## config.mk

```make
export PLATFORM = sky130hd
export DESIGN_NAME = clk_div_bank
export DESIGN_NICKNAME = d
export VERILOG_FILES = /design/src/rtl/clk_div_bank.sv
export SDC_FILE = /design/constraint.sdc
export NUM_CORES = 1
export LEC_CHECK = 0
export ABC_CLOCK_PERIOD_IN_PS = 4100
export BUFFER_PORTS_ARGS = -buffer_cell sky130_fd_sc_hd__buf_2
export CORE_AREA = 3 3 186 188
export DETAILED_ROUTE_END_ITERATION = 10
export DIE_AREA = 0 0 189 191
export PLACE_DENSITY = 0.65
export SYNTH_ARGS = -nofsm -noshare
export SYNTH_HDL_FRONTEND = slang
export SYNTH_SLANG_ARGS = --single-unit
export TNS_END_PERCENT = 1
```

## constraint.sdc

```tcl
create_clock -name clk -period 4.1 [get_ports clk]
set_input_delay 0.82 -clock clk [delete_from_list [all_inputs] [get_ports clk]]
set_output_delay 0.82 -clock clk [all_outputs]
set_load 0.05 [all_outputs]
```

## src/rtl/clk_div_bank.sv

```systemverilog
// Bank of NCH independent programmable clock dividers with shadowed
// half-period reload, per-channel enable and a global phase-align strobe.
module clk_div_bank #(
    parameter int NCH      = 4,
    parameter int CW       = 24,
    parameter int DEF_HALF = 200000,
    localparam int LCW     = (NCH > 1) ? $clog2(NCH) : 1
) (
    input  logic           clk,
    input  logic           reset,
    input  logic [NCH-1:0] en,
    input  logic           load,
    input  logic [LCW-1:0] load_ch,
    input  logic [CW-1:0]  load_val,
    input  logic           sync,
    output logic [NCH-1:0] clk_out,
    output logic [NCH-1:0] tick
);

    localparam logic [CW-1:0] DEF_HALF_C = CW'(DEF_HALF);

    logic [CW-1:0]  cnt_q  [NCH];
    logic [CW-1:0]  cnt_d  [NCH];
    logic [CW-1:0]  half_q [NCH];
    logic [CW-1:0]  half_d [NCH];
    logic [CW-1:0]  pval_q [NCH];
    logic [CW-1:0]  pval_d [NCH];
    logic [NCH-1:0] pend_q;
    logic [NCH-1:0] pend_d;
    logic [NCH-1:0] clk_q;
    logic [NCH-1:0] clk_d;
    logic [NCH-1:0] tick_q;
    logic [NCH-1:0] tick_d;
    logic [NCH-1:0] hit;

    // An out-of-range load_ch matches no channel, so such a load is dropped.
    always_comb begin
        for (int i = 0; i < NCH; i++) begin
            hit[i] = load && (load_ch == LCW'(i));
        end
    end

    always_comb begin
        for (int i = 0; i < NCH; i++) begin
            cnt_d[i]  = cnt_q[i];
            half_d[i] = half_q[i];
            pval_d[i] = pval_q[i];
            pend_d[i] = pend_q[i];
            clk_d[i]  = clk_q[i];
            tick_d[i] = tick_q[i];

            if (sync) begin
                // Older pending value goes live; a load arriving now stays shadowed.
                cnt_d[i]  = '0;
                clk_d[i]  = 1'b0;
                tick_d[i] = 1'b0;
                if (pend_q[i]) begin
                    half_d[i] = pval_q[i];
                end
                if (hit[i]) begin
                    pval_d[i] = load_val;
                    pend_d[i] = 1'b1;
                end else begin
                    pend_d[i] = 1'b0;
                end
            end else if (!en[i]) begin
                cnt_d[i]  = '0;
                clk_d[i]  = 1'b0;
                tick_d[i] = 1'b0;
                if (hit[i]) begin
                    half_d[i] = load_val;
                    pval_d[i] = load_val;
                    pend_d[i] = 1'b0;
                end else if (pend_q[i]) begin
                    half_d[i] = pval_q[i];
                    pend_d[i] = 1'b0;
                end
            end else if (cnt_q[i] == half_q[i]) begin
                // half only changes here, while cnt returns to 0, so cnt <= half always.
                cnt_d[i]  = '0;
                clk_d[i]  = ~clk_q[i];
                tick_d[i] = 1'b1;
                if (pend_q[i]) begin
                    half_d[i] = pval_q[i];
                end
                if (hit[i]) begin
                    pval_d[i] = load_val;
                    pend_d[i] = 1'b1;
                end else begin
                    pend_d[i] = 1'b0;
                end
            end else begin
                cnt_d[i]  = cnt_q[i] + CW'(1);
                tick_d[i] = 1'b0;
                if (hit[i]) begin
                    pval_d[i] = load_val;
                    pend_d[i] = 1'b1;
                end
            end
        end
    end

    always_ff @(posedge clk or negedge reset) begin
        if (!reset) begin
            for (int i = 0; i < NCH; i++) begin
                cnt_q[i]  <= '0;
                half_q[i] <= DEF_HALF_C;
                pval_q[i] <= DEF_HALF_C;
            end
            pend_q <= '0;
            clk_q  <= '0;
            tick_q <= '0;
        end else begin
            for (int i = 0; i < NCH; i++) begin
                cnt_q[i]  <= cnt_d[i];
                half_q[i] <= half_d[i];
                pval_q[i] <= pval_d[i];
            end
            pend_q <= pend_d;
            clk_q  <= clk_d;
            tick_q <= tick_d;
        end
    end

    assign clk_out = clk_q;
    assign tick    = tick_q;

endmodule

```

==> run metrics <==
Synth warnings=0; Achievable Freq=366 MHz; root buffer cell=clkbuf_16; Worst Hold Class=in -> async; Tot Pwr=0.00866 W; top cells by count, synth=nand2_1 (323), nor2_1 (308), dfrtp_1 (252); post-synthesis compound-gate area fraction=18.4%; top area cells in the synthesized netlist=dfrtp_1 (37%), xor2_1 (7.6%), dfstp_2 (7.3%); multi-input logic area=8930 sq um; Crit Path Class=reg -> reg; asr flop ratio synth=100%; Rows=67; crit path time final=2.74 ns; crit-path max cell delay=0.89 ns; ANT nets after route=0; Slew Limit Fails=0; CP Buf/Inv Count=1; top cell type's share of synthesized area=36.7%; I/O Buffers=41; post-CTS sizing=0; Worst EP required=4.45 ns; final core occ=56.5%; crit-path cells=xor2_1 > nor4_1 > nand4_1 > buf_4 > o21bai_2 > o31ai_1; later-pin clock latency in the skew report=0.52 ns; Clock transition at path regs=0.06 ns; via count=14,200; GR Overflow Total=0; Final Hold Fails=0; first-pass GRT wire length=72.5 mm; RSZ-0062 raised after global routing=false; vias in the first global route=13,400; Sinks on Clock Net=300; fraction of layout cells with a size suffix above 1=10.5%; Arr. time, crit path=3.09 ns; Slew Limit Headroom=24.6%; post-cts hold buffer count=0; simple-gate share of the synthesized area=23.8%; # setup viols final=0; cell count after synthesis=1,947; antenna violations before repair=0; synthesized cell area=17,200 sq um; clock skew=0.0208 ns; Static Leak=8.20 nW; Die Width=189 um; Slew @ Worst Pin=1.12 ns; core area=33,300 sq um; clock buffer depth=3; largest net degree at the start of global routing=88; TritonRoute pass-1 iters=6; Worst setup EP type=register; CTS tree=done; total negative slack=0 ns; io pins=42; Final #Nets=1,943; synthesized area per cell=8.84 sq um; CP max FO=52; worst hold slack=0.310 ns; Max H-tree Level=2; Cell variety after synth=41; count leader, synth=nand2_1; Final GP Congestion=0.777; Syn Nets=1,985; FF/Latch Area=7570 sq um; pwr/cell area=461 nW/um^2; Tcrit/Tclk final=66.7%; postcts setup bufs=0; post-synthesis adder-cell area fraction=0.291%; Post-synth EDFFs=0; Critical-path top delay cell=o21bai_2; number of diodes=0; Post-synth top flop=dfrtp_1; outcome=finished clean; Iter 0 DRT Violations=1,221; routed wire length=43.9 mm; all-layer global routing usage=24.3%; sequential area share after synthesis=44.0%; Top delay family on crit path=compound AO/OA/AOI/OAI gates; drc violations=0; CP startpoint kind=register; Post-Synth XOR/XNOR Area=9.32%; Num CTS Buffers=36; mux contribution to synthesized area=0%; Die Y=191 um; Final HPWL DP=28.0 mm; post-synth top area cell=dfrtp_1; Filler cells=3,039; main combinational cell family by area after synthesis=simple AND/OR/NAND/NOR gates; Vias per Instance=5.96; VDD IR max=0.000319 V; Synth-to-Final Area Change=9.37%; starting density of the core=51.7%; WL/cell=18.4 um; number of max-cap violations=0; Die ar.=36,100 sq um; Synth Register Bits=300
==> path summary, 6_finish.rpt <==
path	from	to	slack (ns)	cells after the start
setup reg to reg	half_q[41]	pend_q[2]	1.36	6
setup / recovery	half_q[41]	pend_q[2]	1.36	6
min in group clk	pval_q[83]	pval_q[83]	0.46	2
hold / removal	reset	cnt_q[66]	0.31	1
hold reg to reg	pval_q[83]	pval_q[83]	0.46	2
max in group asynchronous	reset	half_q[88]	2.78	2
==> flip-flops by register name, summed over array words and instances, names as in the netlist <==
signal	count
pval_q	96
half_q	96
tick	4
clk_out	4
cnt_q	96
pend_q	4
==> metal layers <==
layer  part of all wire [%]  GRT usage, %  vias to the layer above
met3                    4.6          3.01                       71
met2                     45          37.5                      358
met1                     48          36.3                     6962
met5                      0             0                        -
met4                    2.6          6.76                        0
li1                       -             -                     6801
==> area by class of cell <==
class | instances | area share, %
multi-input combinational | 1479 | 47.5
clock buffer | 57 | 5.96
timing repair buffer | 74 | 2.66
tap | 448 | 2.98
sequential | 300 | 40.2
inverter | 14 | 0.279
clock inverter | 9 | 0.426
==> report_power, final <==
part / switching (W) / internal, W / total (W)
clock network: 0.00127 / 0.00194 / 0.00321
logic: 0.00106 / 0.000645 / 0.00171
registers: 0.000341 / 0.00340 / 0.00374
total: 0.00268 / 0.00599 / 0.00866
==> cell families after synthesis <==
group | count (synthesis)
simple gates | 886
fa+ha+maj | 4
buf+inv | 168
xor+xnor | 183
compound gates | 406
flops | 300
==> layout by cell type, fill, tap and decap left out, types with 34 or more instances in the layout <==
cell type	n
a211oi_1	96
clkbuf_16	37
nor3b_1	96
xnor2_1	34
nand2_1	323
nor2_1	308
dfstp_2	48
buf_2	40
o21ai_0	101
dfrtp_1	252
nand3_1	37
a211o_1	96
nor4_1	34
xor2_1	149
a221o_1	96
==> metrics by stage <==
stage | instance area (sq um) | setup WS, ns | cells
after floorplan | 17200 | 1.73 | 1947
after global placement | 17600 | 1.14 | 2315
after detailed placement | 17600 | 1.12 | 2315
after CTS | 18800 | 1.30 | 2381
after global routing | 18800 | 1.15 | 2381
final | 18800 | 1.36 | 2381
No activity file was read; power rests on OpenSTA's default activity.
